### src/rtl/dataint_crc_stream_ctrl_if.sv
// Stream-in / result-out bundle for the CRC frame sequencer.
// The master side produces beats and consumes results; the slave side is the sequencer.
interface dataint_crc_stream_ctrl_if #(
    parameter int DATA_WIDTH = 64,
    parameter int CRC_WIDTH  = 64,
    parameter int CNT_WIDTH  = 16,
    parameter int CHUNKS     = DATA_WIDTH / 8,
    parameter int BW         = $clog2(CHUNKS) + 1
);
    logic                  s_valid;
    logic                  s_ready;
    logic [DATA_WIDTH-1:0] s_data;
    logic                  s_last;
    logic [BW-1:0]         s_bytes;

    logic                  o_res_valid;
    logic                  i_res_ready;
    logic [CRC_WIDTH-1:0]  o_res_crc;
    logic [CNT_WIDTH-1:0]  o_res_beats;

    modport master (
        output s_valid, s_data, s_last, s_bytes, i_res_ready,
        input  s_ready, o_res_valid, o_res_crc, o_res_beats
    );

    modport slave (
        input  s_valid, s_data, s_last, s_bytes, i_res_ready,
        output s_ready, o_res_valid, o_res_crc, o_res_beats
    );
endinterface

### src/rtl/dataint_crc_stream_ctrl.sv
// Frame sequencer for the dataint_crc engine: feeds stream beats into the engine
// through a register stage, waits out the engine latency, then presents the CRC
// and beat count on a valid/ready result port. One frame in flight at a time.
module dataint_crc_stream_ctrl #(
    parameter int DATA_WIDTH = 64,
    parameter int CHUNKS     = DATA_WIDTH / 8,
    parameter int CRC_WIDTH  = 64,
    parameter int CNT_WIDTH  = 16,
    parameter int BW         = $clog2(CHUNKS) + 1
) (
    input  logic                  i_clk,
    input  logic                  i_rst_n,
    input  logic                  i_flush,
    dataint_crc_stream_ctrl_if.slave bus,
    output logic                  o_load_crc_start,
    output logic                  o_load_from_cascade,
    output logic [CHUNKS-1:0]     o_cascade_sel,
    output logic [DATA_WIDTH-1:0] o_crc_data,
    input  logic [CRC_WIDTH-1:0]  i_crc,
    output logic                  o_len_err,
    output logic                  o_busy
);

    typedef enum logic [1:0] {
        ST_IDLE   = 2'd0,
        ST_RUN    = 2'd1,
        ST_DRAIN  = 2'd2,
        ST_RESULT = 2'd3
    } state_t;

    state_t                state_q,     state_d;
    logic                  start_q,     start_d;
    logic                  lfc_q,       lfc_d;
    logic [CHUNKS-1:0]     sel_q,       sel_d;
    logic [DATA_WIDTH-1:0] data_q,      data_d;
    logic [CNT_WIDTH-1:0]  beats_q,     beats_d;
    logic [1:0]            drain_q,     drain_d;
    logic                  res_valid_q, res_valid_d;
    logic [CRC_WIDTH-1:0]  res_crc_q,   res_crc_d;
    logic [CNT_WIDTH-1:0]  res_beats_q, res_beats_d;
    logic                  len_err_q,   len_err_d;

    logic                  s_ready_s;
    logic                  accept_s;
    logic                  len_bad_s;
    logic [BW-1:0]         sel_idx_s;
    logic [CHUNKS-1:0]     sel_onehot_s;

    // Ready is withdrawn combinationally in a flush cycle so no beat slips in.
    assign s_ready_s = (state_q == ST_RUN) && !i_flush;
    assign accept_s  = bus.s_valid && s_ready_s;

    // Pick the cascade lane: full beat unless this is a legal short last beat.
    always_comb begin
        len_bad_s = (bus.s_bytes == {BW{1'b0}}) || (bus.s_bytes > BW'(CHUNKS));
        if (bus.s_last && !len_bad_s) begin
            sel_idx_s = bus.s_bytes - {{(BW-1){1'b0}}, 1'b1};
        end else begin
            sel_idx_s = BW'(CHUNKS - 1);
        end
        for (int k = 0; k < CHUNKS; k++) begin
            sel_onehot_s[k] = (sel_idx_s == BW'(k));
        end
    end

    // Next-state and registered-output logic; flush overrides everything.
    always_comb begin
        state_d     = state_q;
        start_d     = 1'b0;
        lfc_d       = 1'b0;
        sel_d       = {CHUNKS{1'b0}};
        data_d      = data_q;
        beats_d     = beats_q;
        drain_d     = drain_q;
        res_valid_d = res_valid_q;
        res_crc_d   = res_crc_q;
        res_beats_d = res_beats_q;
        len_err_d   = 1'b0;

        if (i_flush) begin
            state_d     = ST_IDLE;
            beats_d     = {CNT_WIDTH{1'b0}};
            drain_d     = 2'd0;
            res_valid_d = 1'b0;
        end else begin
            case (state_q)
                ST_IDLE: begin
                    beats_d = {CNT_WIDTH{1'b0}};
                    drain_d = 2'd0;
                    if (bus.s_valid) begin
                        state_d = ST_RUN;
                        start_d = 1'b1;
                    end else begin
                        state_d = ST_IDLE;
                    end
                end
                ST_RUN: begin
                    if (accept_s) begin
                        data_d    = bus.s_data;
                        lfc_d     = 1'b1;
                        sel_d     = sel_onehot_s;
                        len_err_d = bus.s_last && len_bad_s;
                        if (beats_q != {CNT_WIDTH{1'b1}}) begin
                            beats_d = beats_q + {{(CNT_WIDTH-1){1'b0}}, 1'b1};
                        end else begin
                            beats_d = beats_q;
                        end
                        if (bus.s_last) begin
                            state_d = ST_DRAIN;
                            drain_d = 2'd0;
                        end else begin
                            state_d = ST_RUN;
                        end
                    end else begin
                        state_d = ST_RUN;
                    end
                end
                ST_DRAIN: begin
                    // Third drain cycle is the first where i_crc holds the last beat.
                    if (drain_q == 2'd2) begin
                        res_crc_d   = i_crc;
                        res_beats_d = beats_q;
                        res_valid_d = 1'b1;
                        drain_d     = 2'd0;
                        state_d     = ST_RESULT;
                    end else begin
                        drain_d = drain_q + 2'd1;
                        state_d = ST_DRAIN;
                    end
                end
                ST_RESULT: begin
                    if (bus.i_res_ready) begin
                        res_valid_d = 1'b0;
                        state_d     = ST_IDLE;
                    end else begin
                        state_d = ST_RESULT;
                    end
                end
                default: begin
                    state_d     = ST_IDLE;
                    res_valid_d = 1'b0;
                end
            endcase
        end
    end

    // State and output register bank.
    always_ff @(posedge i_clk or negedge i_rst_n) begin
        if (!i_rst_n) begin
            state_q     <= ST_IDLE;
            start_q     <= 1'b0;
            lfc_q       <= 1'b0;
            sel_q       <= {CHUNKS{1'b0}};
            data_q      <= {DATA_WIDTH{1'b0}};
            beats_q     <= {CNT_WIDTH{1'b0}};
            drain_q     <= 2'd0;
            res_valid_q <= 1'b0;
            res_crc_q   <= {CRC_WIDTH{1'b0}};
            res_beats_q <= {CNT_WIDTH{1'b0}};
            len_err_q   <= 1'b0;
        end else begin
            state_q     <= state_d;
            start_q     <= start_d;
            lfc_q       <= lfc_d;
            sel_q       <= sel_d;
            data_q      <= data_d;
            beats_q     <= beats_d;
            drain_q     <= drain_d;
            res_valid_q <= res_valid_d;
            res_crc_q   <= res_crc_d;
            res_beats_q <= res_beats_d;
            len_err_q   <= len_err_d;
        end
    end

    assign bus.s_ready         = s_ready_s;
    assign bus.o_res_valid     = res_valid_q;
    assign bus.o_res_crc       = res_crc_q;
    assign bus.o_res_beats     = res_beats_q;
    assign o_load_crc_start    = start_q;
    assign o_load_from_cascade = lfc_q;
    assign o_cascade_sel       = sel_q;
    assign o_crc_data          = data_q;
    assign o_len_err           = len_err_q;
    assign o_busy              = (state_q != ST_IDLE);

endmodule
### src/flat_wrapper.sv
// flat-port wrapper written by rule: the top's interface ports become plain ports
module dataint_crc_stream_ctrl_flat 
#(
    parameter int DATA_WIDTH = 64,
    parameter int CHUNKS     = DATA_WIDTH / 8,
    parameter int CRC_WIDTH  = 64,
    parameter int CNT_WIDTH  = 16,
    parameter int BW         = $clog2(CHUNKS) + 1
)
  (i_clk, i_rst_n, i_flush, o_load_crc_start, o_load_from_cascade, o_cascade_sel, o_crc_data, i_crc, o_len_err, o_busy, bus_s_valid, bus_s_data, bus_s_last, bus_s_bytes, bus_i_res_ready, bus_s_ready, bus_o_res_valid, bus_o_res_crc, bus_o_res_beats);
  dataint_crc_stream_ctrl_if #(.DATA_WIDTH(DATA_WIDTH), .CRC_WIDTH(CRC_WIDTH), .CNT_WIDTH(CNT_WIDTH), .CHUNKS(CHUNKS), .BW(BW)) bus_i ();
  input  logic i_clk;
  input  logic i_rst_n;
  input  logic i_flush;
  output logic o_load_crc_start;
  output logic o_load_from_cascade;
  output logic [CHUNKS-1:0] o_cascade_sel;
  output logic [DATA_WIDTH-1:0] o_crc_data;
  input  logic [CRC_WIDTH-1:0] i_crc;
  output logic o_len_err;
  output logic o_busy;
  input wire logic [$bits(bus_i.s_valid)-1:0] bus_s_valid;
  input wire logic [$bits(bus_i.s_data)-1:0] bus_s_data;
  input wire logic [$bits(bus_i.s_last)-1:0] bus_s_last;
  input wire logic [$bits(bus_i.s_bytes)-1:0] bus_s_bytes;
  input wire logic [$bits(bus_i.i_res_ready)-1:0] bus_i_res_ready;
  output wire logic [$bits(bus_i.s_ready)-1:0] bus_s_ready;
  output wire logic [$bits(bus_i.o_res_valid)-1:0] bus_o_res_valid;
  output wire logic [$bits(bus_i.o_res_crc)-1:0] bus_o_res_crc;
  output wire logic [$bits(bus_i.o_res_beats)-1:0] bus_o_res_beats;
  assign bus_i.s_valid = bus_s_valid;
  assign bus_i.s_data = bus_s_data;
  assign bus_i.s_last = bus_s_last;
  assign bus_i.s_bytes = bus_s_bytes;
  assign bus_i.i_res_ready = bus_i_res_ready;
  assign bus_s_ready = bus_i.s_ready;
  assign bus_o_res_valid = bus_i.o_res_valid;
  assign bus_o_res_crc = bus_i.o_res_crc;
  assign bus_o_res_beats = bus_i.o_res_beats;
  dataint_crc_stream_ctrl #(.DATA_WIDTH(DATA_WIDTH), .CHUNKS(CHUNKS), .CRC_WIDTH(CRC_WIDTH), .CNT_WIDTH(CNT_WIDTH), .BW(BW)) u_core (.i_clk(i_clk), .i_rst_n(i_rst_n), .i_flush(i_flush), .bus(bus_i), .o_load_crc_start(o_load_crc_start), .o_load_from_cascade(o_load_from_cascade), .o_cascade_sel(o_cascade_sel), .o_crc_data(o_crc_data), .i_crc(i_crc), .o_len_err(o_len_err), .o_busy(o_busy));
endmodule
### config.mk
export PLATFORM = sky130hd
export DESIGN_NAME = dataint_crc_stream_ctrl_flat
export DESIGN_NICKNAME = d
export VERILOG_FILES = /design/src/rtl/dataint_crc_stream_ctrl_if.sv /design/src/rtl/dataint_crc_stream_ctrl.sv /design/src/flat_wrapper.sv
export SDC_FILE = /design/constraint.sdc
export NUM_CORES = 1
export LEC_CHECK = 0
export CAP_MARGIN = 30
export CORE_ASPECT_RATIO = 1.2
export CORE_MARGIN = 2
export CORE_UTILIZATION = 35
export CTS_BUF_LIST = sky130_fd_sc_hd__clkbuf_2
export CTS_CLUSTER_DIAMETER = 100
export DETAILED_ROUTE_END_ITERATION = 10
export PLACE_DENSITY = 0.68
export SLEW_MARGIN = 20
export SYNTH_ARGS = -nofsm -noshare
export SYNTH_HDL_FRONTEND = slang
export SYNTH_SLANG_ARGS = --single-unit
### constraint.sdc
create_clock -name i_clk -period 2.9 [get_ports i_clk]
set_input_delay 0.58 -clock i_clk [delete_from_list [all_inputs] [get_ports i_clk]]
set_output_delay 0.58 -clock i_clk [all_outputs]
set_load 0.1 [all_outputs]
==> results by group <==
Outcome
  – Status: finished clean

Logic synthesis
  – Syn Nets: ~600
  – Number of synthesized flops with an enable pin: 0
  – Mean Syn Cell Area: 14.6 um^2
  – Most used DFF post-synth: dfrtp_1
  – Yosys cell types: 47
  – Asr flop ratio synth: 100%
  – Post-synthesis sequential area ratio: 63.5%
  – Mapped Cells: about 470
  – Netlist area before placement: a little under 7000 um^2
  – Flop and latch count out of synthesis: 176
  – Synth warnings: 0

Run
  – Max_cap viols: 0

CTS
  – Clk sinks: ~180
  – Root Buffer: clkbuf_2
  – Skew-Pair Late Insertion Delay: 750 ps
  – Post-CTS Setup Bufs: 0
  – CTS tree: yes
  – Post-cts sizing count: 0
  – H-tree depth: 4
  – Clock Tree Buf Depth: 2
  – Hold_buf cts: 1
  – Clock slew at reported path FFs: 270 ps
  – TritonCTS buffer count: 17

Cells and area
  – Post-route cell area: 10100 um^2
  – Leading cell type in the layout, fill and taps excluded: dfrtp_1
  – # nets final: 921
  – Layout area overhead: 46.2%
  – Fill cells: 1689
  – Most frequent cells in the layout: dfrtp_1 (176), buf_4 (166), mux2_2 (144), clkdlybuf4s50_1 (136), nor2_1 (20)
  – Layout cell share with drive strength beyond 1: 44.8%

Place
  – Dpl cell area: 9890 um^2
  – Half-perimeter wire length after placement: 13600 um
  – GP Congestion: 0.816
  – IO Port Bufs: 295

Route
  – Total wire length: 17900 um
  – Vias: 5010
  – Final ANT Viol Nets: 0
  – DRC: 0
  – Drt initial violations: 168
  – Wire per inst: approximately 17 um
  – TritonRoute pass-1 iters: 4
  – Via density: 4.74

Floorplanning
  – Io pins: 296
  – Initial Util: between 30% and 40%
  – Die X: 132 um
  – Row cnt: between 50 and 60
  – Core area: 19500 um^2
  – Die height: 158 um
  – Die area: 21000 um^2

Global route
  – Remaining global-route overflow: 0
  – Vias in the first global route: about 5.4k
  – Pin count of the biggest net entering global routing: between 100 and 150
  – Initial antenna violation count: 1
  – Overall Global Routing Usage: ~17%
  – Global-route wire length before repair: 28300 um

Worst setup path
  – Worst Path Arrival: 2070 ps
  – Data required, critical path: around 2300 ps
  – Critical Path End Type: primary output
  – Worst Path Max Fanout: 10
  – CP Class: flop to primary output
  – Slowest stage delay, CP: 550 ps
  – Slowest CP cell: dfrtp_1
  – CP Cell Sequence: or3b_4 -> inv_1 -> buf_12
  – Worst setup SP type: flop

STA
  – Crit path time final: 2650 ps
  – RSZ-0062 raised after global routing: false
  – Worst relative slew slack: around three fifths
  – Measured slew at the worst slew-check pin: roughly 590 ps
  – Clock Skews: 49.6 ps
  – Fin. Hold Viols: 0
  – Period utilisation layout: 91.5%
  – Fmax: 377 MHz
  – Final setup violation count: 0
  – Setup TNS: 0 ps
  – Max Slew Vio Count: 0

Power and ir drop
  – P_leak: 4.66 nW
  – Peak VDD IR: 0.394 mV
  – Pwr/cell area: 756 nW/um^2

Worst hold path
  – Min-delay worst type: primary input to asynchronous set/reset pin
-- worst paths after layout --
path | start | slack (ps) | cells past startpoint | end
max reg2reg | u_core.state_q[1]$_DFF_PN0_ | 580 | 5 | u_core.beats_q[13]$_DFFE_PN0P_
min in group i_clk | i_crc[30] | 410 | 2 | u_core.bus.o_res_crc[30]$_DFFE_PN0P_
max | u_core.state_q[1]$_DFF_PN0_ | 250 | 3 | bus_s_ready
min reg2reg | u_core.o_crc_data[57]$_DFFE_PN0P_ | 540 | 1 | u_core.o_crc_data[57]$_DFFE_PN0P_
max in group asynchronous | i_rst_n | 1700 | 3 | u_core.bus.o_res_crc[4]$_DFFE_PN0P_
min | i_rst_n | 290 | 2 | u_core.o_crc_data[37]$_DFFE_PN0P_
-- final cells by class --
type | count | area (um^2) | share of cell area, %
antenna | 2 | 5.00 | 0.0494
clock inverter | 15 | 151 | 1.49
tap | 261 | 327 | 3.22
sequential | 176 | 4400 | 43.4
clock buffer | 17 | 85.1 | 0.839
inverter | 4 | 15.0 | 0.148
multi-input combinational | 273 | 2420 | 23.9
timing repair buffer | 309 | 2730 | 26.9
-- registers in the layout (all words and copies together) (netlist names) --
name,flops
u_core.bus.o_res_crc,64
u_core.o_crc_data,64
u_core.beats_q,16
u_core.bus.o_res_beats,16
u_core.o_cascade_sel,8
u_core.drain_q,2
u_core.state_q,2
u_core.bus.o_res_valid,1
u_core.o_len_err,1
u_core.o_load_crc_start,1
u_core.o_load_from_cascade,1
-- synthesized netlist by cell type (5+ instances only) --
cell        n  share of area (%)
dfrtp_1   176                 64
mux2_2    144                 23
buf_2       5               0.36
nor2_1     20                1.1
xor2_1      5               0.63
nand2_1    17               0.92
nand4_1     5               0.45
clkbuf_1   12               0.65
nor3_1      6               0.43
nand3_1     8               0.58
a21oi_1     7               0.51
-- metrics by stage --
step           setup WS (ps)  instances  util [%]  power, mW  hold slack (ps)
2_1_floorplan            591        474         -       5.54              284
3_3_place_gp             170       1022      50.8       6.42              491
3_5_place_dp             146       1022      50.8       6.47              497
4_1_cts                  147       1055      52.0       7.76              199
5_1_grt                 66.0       1057      52.0       7.99              172
6_report                 248       1057      52.0       7.66              289
-- power by group --
group          switching (mW)  total, mW  internal [mW]
Combinational            2.67       3.47          0.803
Sequential              0.169       2.93           2.76
Clock                   0.922       1.27          0.343
-- worst max-delay path: cells and delay by family (launching register included) --
family                 cells  cell delay, ps
flip-flops                 1             550
AND/OR/NAND/NOR            1             470
buffers and inverters      2             320
-- routing by layer --
layer  share of wire, %  up-vias  wire, um  GRT usage (%)
li1                   -     2305         -              -
met4                2.4        0       422           6.76
met5                  0        -         0              0
met3                8.3       31      1490           7.01
met2                 53      198      9430           30.4
met1                 37     2476      6610           18.5
-- logic make-up (layout without fill, tap and decap cells) --
group,after synthesis,count (layout),share of synthesized area [%]
AOI/OAI and AO/OA,29,29,2.98
xor gates and xnor gates,8,8,1.01
adders and majority gates,2,2,0.361
buffers and inverters,25,345,1.66
DFF,176,176,63.5
muxes,146,146,23.7
other,0,2,0
and+or+nand+nor,88,88,6.80
No activity file was read; power rests on OpenSTA's default activity.
